File: config.mk
export PLATFORM = sky130hd
export DESIGN_NAME = spi_master_multi
export DESIGN_NICKNAME = d
export VERILOG_FILES = /design/src/rtl/spi_pkg.sv /design/src/rtl/spi_clk_gen.sv /design/src/rtl/spi_master_multi.sv
export SDC_FILE = /design/constraint.sdc
export NUM_CORES = 1
export LEC_CHECK = 0
export BUFFER_PORTS_ARGS = -buffer_cell sky130_fd_sc_hd__buf_4
export CAP_MARGIN = 0
export CORE_MARGIN = 2
export CORE_UTILIZATION = 57
export CTS_CLUSTER_SIZE = 20
export DETAILED_ROUTE_END_ITERATION = 16
export GPL_TIMING_DRIVEN = 1
export PLACE_DENSITY = 0.79
export SLEW_MARGIN = 10
export SYNTH_ARGS = -nofsm -noshare
export SYNTH_HDL_FRONTEND = slang
export SYNTH_SLANG_ARGS = --single-unit
File: constraint.sdc
create_clock -name clk -period 4.95 [get_ports clk]
set_input_delay 0.99 -clock clk [delete_from_list [all_inputs] [get_ports clk]]
set_output_delay 0.99 -clock clk [all_outputs]
set_load 0.005 [all_outputs]
File: src/rtl/spi_pkg.sv
// spi_pkg: shared FSM state and SPI mode types for the multi-mode SPI master
package spi_pkg;
    typedef enum logic [2:0] {IDLE, SETUP, XFER, HOLD, DONE} spi_state_t;
    typedef struct packed {
        logic cpol;
        logic cpha;
    } spi_mode_t;
endpackage

File: src/rtl/spi_clk_gen.sv
// spi_clk_gen: one-cycle tick every CLK_DIV clk cycles while en is high
// Ports: clk, rst (sync, active-high), en (counter clears when low), tick (pulse on the last count)
module spi_clk_gen
    import spi_pkg::*;
#(
    parameter int CLK_DIV = 50
) (
    input  logic clk,
    input  logic rst,
    input  logic en,
    output logic tick
);
    localparam int CW = CLK_DIV > 1 ? $clog2(CLK_DIV) : 1;
    logic [CW-1:0] cnt_q, cnt_d;
    always_comb begin
        tick  = en && cnt_q == CW'(CLK_DIV - 1);
        cnt_d = (!en || tick) ? '0 : cnt_q + 1'b1;
    end
    always_ff @(posedge clk) begin
        if (rst) cnt_q <= '0;
        else     cnt_q <= cnt_d;
    end
endmodule

File: src/rtl/spi_master_multi.sv
// spi_master_multi: full-duplex SPI master with run-time CPOL/CPHA and NUM_SS active-low selects
// Ports: clk, rst (sync, active-high); start/ready/done handshake; mode={CPOL,CPHA}, ss_sel and
//        tx_data are latched on accept; rx_data updates in the done cycle; sclk/mosi/miso/ss_n pins.
module spi_master_multi
    import spi_pkg::*;
#(
    parameter int  DATA_W  = 8,
    parameter int  NUM_SS  = 2,
    parameter int  CLK_DIV = 50,
    localparam int SW      = NUM_SS > 1 ? $clog2(NUM_SS) : 1
) (
    input  logic              clk,
    input  logic              rst,
    input  logic              start,
    input  logic [1:0]        mode,
    input  logic [SW-1:0]     ss_sel,
    input  logic [DATA_W-1:0] tx_data,
    output logic              ready,
    output logic              done,
    output logic [DATA_W-1:0] rx_data,
    output logic              sclk,
    output logic              mosi,
    input  logic              miso,
    output logic [NUM_SS-1:0] ss_n
);
    localparam int            EW   = $clog2(2 * DATA_W + 1);
    localparam logic [EW-1:0] LAST = EW'(2 * DATA_W);
    spi_state_t        state_q, state_d;
    spi_mode_t         mode_q, mode_d;
    logic [DATA_W-1:0] tx_sh_q, tx_sh_d, rx_sh_q, rx_sh_d, rx_data_q, rx_data_d;
    logic [EW-1:0]     edge_cnt_q, edge_cnt_d;
    logic [NUM_SS-1:0] ss_n_q, ss_n_d;
    logic              sclk_q, sclk_d, mosi_q, mosi_d, done_q, done_d, ready_q, ready_d, tick;
    spi_clk_gen #(.CLK_DIV(CLK_DIV)) u_clk_gen (
        .clk (clk),
        .rst (rst),
        .en  (state_q == SETUP || state_q == XFER || state_q == HOLD),
        .tick(tick)
    );
    always_comb begin
        state_d    = state_q;
        mode_d     = mode_q;
        tx_sh_d    = tx_sh_q;
        rx_sh_d    = rx_sh_q;
        rx_data_d  = rx_data_q;
        edge_cnt_d = edge_cnt_q;
        ss_n_d     = ss_n_q;
        sclk_d     = sclk_q;
        mosi_d     = mosi_q;
        done_d     = 1'b0;
        case (state_q)
            IDLE: begin
                sclk_d = mode[1];
                if (start && ready_q) begin
                    state_d    = SETUP;
                    mode_d     = spi_mode_t'(mode);
                    // CPHA=0 presents the MSB now, so the shifter is preloaded one bit ahead
                    tx_sh_d    = mode[0] ? tx_data : tx_data << 1;
                    mosi_d     = mode[0] ? mosi_q : tx_data[DATA_W-1];
                    edge_cnt_d = '0;
                    // an out-of-range ss_sel matches no index and leaves every select high
                    for (int i = 0; i < NUM_SS; i++) ss_n_d[i] = ss_sel != SW'(i);
                end
            end
            SETUP: begin
                sclk_d = mode_q.cpol;
                if (tick) state_d = XFER;
            end
            XFER: if (tick) begin
                edge_cnt_d = edge_cnt_q + 1'b1;
                sclk_d     = ~sclk_q;
                // odd edges lead; CPHA=0 samples on leading edges, CPHA=1 on trailing ones
                if (edge_cnt_d[0] ^ mode_q.cpha) rx_sh_d = {rx_sh_q[DATA_W-2:0], miso};
                else if (mode_q.cpha || edge_cnt_d != LAST) begin
                    mosi_d  = tx_sh_q[DATA_W-1];
                    tx_sh_d = tx_sh_q << 1;
                end
                if (edge_cnt_d == LAST) state_d = HOLD;
            end
            HOLD: begin
                sclk_d = mode_q.cpol;
                if (tick) begin
                    state_d   = DONE;
                    done_d    = 1'b1;
                    rx_data_d = rx_sh_q;
                    ss_n_d    = '1;
                end
            end
            default: state_d = IDLE;
        endcase
        ready_d = state_d == IDLE;
    end
    always_ff @(posedge clk) begin
        if (rst) begin
            state_q    <= IDLE;
            mode_q     <= '0;
            tx_sh_q    <= '0;
            rx_sh_q    <= '0;
            rx_data_q  <= '0;
            edge_cnt_q <= '0;
            ss_n_q     <= '1;
            sclk_q     <= 1'b0;
            mosi_q     <= 1'b0;
            done_q     <= 1'b0;
            ready_q    <= 1'b1;
        end else begin
            state_q    <= state_d;
            mode_q     <= mode_d;
            tx_sh_q    <= tx_sh_d;
            rx_sh_q    <= rx_sh_d;
            rx_data_q  <= rx_data_d;
            edge_cnt_q <= edge_cnt_d;
            ss_n_q     <= ss_n_d;
            sclk_q     <= sclk_d;
            mosi_q     <= mosi_d;
            done_q     <= done_d;
            ready_q    <= ready_d;
        end
    end
    assign ready   = ready_q;
    assign done    = done_q;
    assign rx_data = rx_data_q;
    assign sclk    = sclk_q;
    assign mosi    = mosi_q;
    assign ss_n    = ss_n_q;
endmodule

# After elaboration in Yosys (flattened, before gate mapping)
# Cells that the tools add are included.
[word_totals]
reg_bits = 46
inputBits = 15
out_inout_bits = 14
elab_cells = 81
[op_classes]
n_addsub = 2
eq_ne = 12
muxes = 27
bitwise = 4
reduce_logical = 23
[op_table]
columns = ["cell", "n"]
rows = [
  ["$mux W8", 5],
  ["$pmux W8 S2", 1],
  ["$mux W3", 5],
  ["$pmux W3 S4", 1],
  ["$mux W5", 2],
  ["$ne A2 B2 Y1 const B", 5],
  ["$pmux W5 S2", 1],
  ["$reduce_and A3 Y1", 3],
  ["$mux W1", 7],
  ["$add A6 B1 Y6 const B", 1],
  ["$eq A3 B2 Y1 const B", 2],
  ["$eq A6 B6 Y1 const B", 1],
  ["$logic_not A3 Y1", 2],
  ["$reduce_and A2 Y1", 3],
  ["$reduce_and A6 Y1", 1],
  ["$reduce_or A2 Y1", 3],
  ["$add A5 B1 Y5 const B", 1],
  ["$eq A5 B5 Y1 const B", 1],
  ["$ne A5 B5 Y1 const B", 1],
  ["$reduce_and A5 Y1", 1],
  ["$logic_or A1 B1 Y1", 4],
  ["$mux W2", 2],
  ["$pmux W2 S2", 1],
  ["$reduce_bool A2 Y1", 2],
  ["9 further kinds", 12],
]

# Longest topological paths before layout
[depth]
word_depth = 7
depth_mapped = 8
mapped_depth_nobuf = 7

# Modules after synthesis
# From an unflattened synthesis, not the netlist that was laid out.
[hier_totals]
hier_cells = 237
hier_area_um2 = 2084.5
[modules_own_cells]
columns = ["module", "instances", "cells_per_inst", "area_per_inst_um2", "seq_area_each_um2"]
rows = [
  ["spi_master_multi", 1, 208, 1816.7, 800.8],
  ["spi_clk_gen", 1, 29, 267.8, 120.1],
]

# Least setup slack after synthesis
# No wires, ideal clock.
[synth_timing]
path_type = "input port to flip-flop"
startpoint = "input port start"
endpoint = "register tx_sh_q[1]"
setup_time_ns = 0.068
arrival_time_ns = 2.218
t_required_ns = 4.882
setup_slack_ns = 2.664
stages = 6
path_buffers = 1
path_cell_list = "nand3b_1 > nor3_2 > o32ai_4 > buf_6 > a211o_1 > a21oi_2"
[synth_between]
elab_chain_len = 3
[synth_lines]
columns = ["item", "line", "rtl"]
rows = [
  ["start: declaration", "spi_master_multi.sv:14", "input logic start,"],
  ["$logic_and A1 B1 Y1", "spi_master_multi.sv:54", "if (start && ready_q) begin"],
  ["$ne A2 B2 Y1 (no source line)", "--", ""],
  ["$reduce_and A5 Y1 (no source line)", "--", ""],
  ["end signal: assignment", "spi_master_multi.sv:109", "tx_sh_q <= tx_sh_d;"],
  ["end: declaration", "spi_master_multi.sv:30", "logic [DATA_W-1:0] tx_sh_q, tx_sh_d, rx_sh_q, rx_sh_d, rx_data_q, rx_data_d;"],
]
# No other way between the ends.
# A chain may end at the register's enable or synchronous reset.

# Worst setup path after layout
[layout_timing]
startpoint = "register u_clk_gen.cnt_q[2]"
endpoint = "register ss_n_q[1] (netlist: ss_n[1])"
[layout_between]
elab_chain_len = 4
[layout_lines]
columns = ["item", "line", "rtl"]
rows = [
  ["start: declaration", "spi_clk_gen.sv:14", "logic [CW-1:0] cnt_q, cnt_d;"],
  ["start signal: assignment", "spi_clk_gen.sv:21", "else cnt_q <= cnt_d;"],
  ["$eq A6 B6 Y1", "spi_clk_gen.sv:16", "tick = en && cnt_q == CW'(CLK_DIV - 1);"],
  ["$logic_and A1 B1 Y1", "spi_clk_gen.sv:16", ""],
  ["$ne A2 B2 Y1 (no source line)", "--", ""],
  ["$reduce_and A3 Y1 (no source line)", "--", ""],
  ["end signal: assignment", "spi_master_multi.sv:113", "ss_n_q <= ss_n_d;"],
  ["end: declaration", "spi_master_multi.sv:32", "logic [NUM_SS-1:0] ss_n_q, ss_n_d;"],
]
# No other way between the ends.

==> summary.md <==
| Metric | Value |
|---|---|
| Router iterations before antenna repair | `4` |
| Async SR Flop Fraction | `0%` |
| Yosys synthesis warning count | `0` |
| Post-CTS Setup Inserts | `0` |
| Max_slew headroom | `between 50% and 60%` |
| Flop pwr share | `60.4%` |
| Dpl hpwl | `2540 um` |
| Chip height | `approximately 64 um` |
| Final period util | `46.2%` |
| Avg Inst Size Synth | `9.17 um2` |
| Status | `finished clean` |
| Core ar. | `3420 um2` |
| Starting density of the core | `61.0%` |
| I/O pin cnt | `29` |
| Initial antenna violation count | `0` |
| Layout cells sized above 1 | `18.0%` |
| Antenna-violating nets left | `0` |
| Max-slew violations | `0` |
| Sw Share | `26.7%` |
| Final setup TNS | `0 ns` |
| Worst-Skew Late Latency | `0.37 ns` |
| Die W | `64.4 um` |
| Setup crit start kind | `flip-flop` |
| Post-cts gate resize count | `0` |
| I/O Buffers | `28` |
| Root Buffer | `clkbuf_4` |
| Vias per inst | `5.48` |
| Slew @ Worst Pin | `0.744 ns` |
| Unrepaired setup endpoints after global routing | `false` |
| First-pass GRT wire length | `6490 um` |
| Crit-path slowest cell | `nand4b_1` |
| Synth Cell Area | `approximately 2100 um2` |
| Grt ovf | `0` |
| CTS tree | `built` |
| Clock sinks | `between 40 and 50` |
| Setup Crit Path Kind | `reg2reg` |
| Post-detailed-route wirelength per cell | `12.7 um` |
| Clock Tree Buf Depth | `2` |
| R2r startpoint | `u_clk_gen.cnt_q[2]$_SDFF_PP0_` |
| Clock Power Share | `29.9%` |
| Crit-path cells | `nand4bb_1 -> nor2_1 -> nand4b_1 -> a22oi_1 -> or2_2` |
| PwrDens | `between 200 and 300 nW/um2` |
| H-tree levels | `2` |
| Reg2Reg Setup Slack | `2.66 ns` |
| Final worst-path setup slack | `2.66 ns` |
| Diode count | `0` |
| Synth-to-layout area growth | `12.9%` |
| Number of global-route vias before repair | `about 1500` |
| Die area | `4150 um2` |
| Beginning of the worst hold path | `tx_sh_q[3]$_SDFFE_PP0P_` |
| Slowest stage delay, CP | `~0.66 ns` |
| Rows | `21` |
| Via count | `1623` |
| Predominant post-synthesis flop cell | `dfxtp_1` |
| Family with the most delay on the worst path | `simple AND/OR/NAND/NOR gates` |
| Setup Skew | `0.00953 ns` |
| Placement Setup Slack | `2.44 ns` |
| Seq/Total Area, Yosys | `roughly 44%` |
| Logic gate share of total power | `9.7%` |
| Tightest Hold Check Type | `reg2reg` |
| Internal power | `0.000472 W` |
| Crit-path max FO | `12` |
| Syn_nets | `around 250` |
| Post-CTS Hold Fix Bufs | `0` |
| WP data required | `5.28 ns` |
| Yosys reg bits | `46` |
| Routed Wire Length | `roughly 3800 um` |
| Num CTS Buffers | `5` |
| # Max-Cap Violations | `0` |
| Static Leak | `1.06 nW` |
| EDFF count, synth | `0` |
| NetSw | `0.000172 W` |
| Post-Synthesis Cells | `227` |
| DRT iter0 DRCs | `157` |
| Max Fclk | `between 0.4 and 0.5 GHz` |
| Element type at the critical path end | `flip-flop` |
| CP Launch Point | `u_clk_gen.cnt_q[2]$_SDFF_PP0_` |
| Final #Nets | `267` |
| # setup viols final | `0` |
| Peak supply drop | `243 uV` |
| Final Hold Fails | `0` |
| Clk slew on worst S/H paths | `0.15 ns` |
| Largest net degree at the start of global routing | `42` |
| Unique cell type count in the Yosys netlist | `between 40 and 50` |
| GRT Resource Usage Total | `between 10% and 20%` |
| WP data arrival | `2.62 ns` |
| Final min period | `2.29 ns` |
| Post-route DRC | `0` |
| Gp weighted congestion | `approximately 0.79` |
| Worst Path Buf+Inv | `0` |
==> cells by family after synthesis <==
logic type	after synthesis	share of synthesized area (%)
adder cells (fa/ha/maj)	3	1.80
multiplexers	27	13.0
flip-flops	46	44.2
XOR/XNOR	5	2.10
buffers and inverters	16	3.55
AO/OA/AOI/OAI	36	12.7
AND/OR/NAND/NOR	94	22.7
==> cell type report <==
type / instances / area (um2)
fill: 292 / 1060
clock buffer: 5 / 37.5
sequential: 46 / 921
timing repair buffer: 28 / 210
tap: 46 / 57.6
clock inverter: 3 / 26.3
inverter: 3 / 11.3
multi-input combinational: 165 / 1090
==> layout by cell type (no fill, tap or decap), types with 2 or more instances in the layout <==
cell	count
nand3_1	3
xor2_1	2
a22oi_1	2
nor3b_1	2
a211o_1	7
dfxtp_1	46
nor2_1	46
nand2_1	14
inv_6	3
a211oi_1	3
o21ai_0	4
nor3_1	6
nand3b_1	3
nand4b_1	3
or2_2	2
mux2i_1	27
a21oi_2	2
xnor2_1	3
ha_1	3
clkbuf_4	5
a21oi_1	13
nor4_1	2
inv_1	3
nand2b_1	2
buf_4	28
==> power groups by stage <==
stage	sequential, W	combinational, W	clock [W]
after floorplan	0.000394	0.0000450	0
after global placement	0.000397	0.0000616	0
after detailed placement	0.000397	0.0000623	0
after CTS	0.000389	0.0000628	0.000200
after global routing	0.000391	0.0000691	0.000215
final	0.000389	0.0000625	0.000193
==> path summary, 6_finish.rpt <==
| check | end | depth (start not counted) |
|---|---|---|
| worst max-delay path | ss_n[1]$_SDFFE_PP1P_ | 5 |
| worst max register to register | ss_n[1]$_SDFFE_PP1P_ | 5 |
| worst min register to register | tx_sh_q[3]$_SDFFE_PP0P_ | 2 |
| worst min-delay path | tx_sh_q[3]$_SDFFE_PP0P_ | 2 |
==> worst register-to-register path: stages, from the launching register on <==
cell and delay (ns):
dfxtp_1 0.38, nand4bb_1 0.32, nor2_1 0.35, nand4b_1 0.67, a22oi_1 0.39, or2_2 0.16
==> cells in the mapped netlist, types with 2 or more instances <==
cell type | instances | area, um2
nor3b_1 | 2 | 15.0
or2_2 | 2 | 12.5
nor3_1 | 6 | 30.0
buf_2 | 2 | 10.0
a21oi_1 | 13 | 65.1
a21oi_2 | 2 | 17.5
xnor2_1 | 3 | 26.3
nand3b_1 | 3 | 22.5
dfxtp_1 | 46 | 921
nand2_1 | 14 | 52.6
clkbuf_1 | 8 | 30.0
nor2_1 | 46 | 173
mux2i_1 | 27 | 270
nand4b_1 | 3 | 26.3
inv_1 | 3 | 11.3
nand2b_1 | 2 | 12.5
ha_1 | 3 | 37.5
xor2_1 | 2 | 17.5
a211o_1 | 7 | 61.3
nand3_1 | 3 | 15.0
nor4_1 | 2 | 12.5
o21ai_0 | 4 | 20.0
a22oi_1 | 2 | 15.0
a211oi_1 | 3 | 22.5
==> state kept, by name, indices dropped and copies added, names as in the netlist <==
name,flops
ready,1
mode_q,2
done,1
mosi,1
rx_sh_q,8
sclk,1
tx_sh_q,8
rx_data,8
ss_n,2
state_q,3
edge_cnt_q,5
u_clk_gen.cnt_q,6
==> per-layer routing <==
layer | up-vias | global-route usage [%] | share of wire, %
met2 | 26 | 31.9 | 47
met4 | 0 | 7.45 | 1.4
li1 | 838 | - | -
met3 | 6 | 5.90 | 4.6
met5 | - | 0 | 0
met1 | 753 | 24.8 | 47
==> through the flow <==
stage                     instances  utilization [%]  cell area, um2  total power [W]  hold slack [ns]
final                           296             68.8            2350         0.000644            0.470
after global routing            296             68.8            2350         0.000675            0.488
after CTS                       296             68.8            2350         0.000652            0.474
after detailed placement        288             67.0            2290         0.000459            0.456
after global placement          288             67.0            2290         0.000458            0.447
after floorplan                 227                -            2080         0.000439            0.433
No activity file was read; power rests on OpenSTA's default activity.
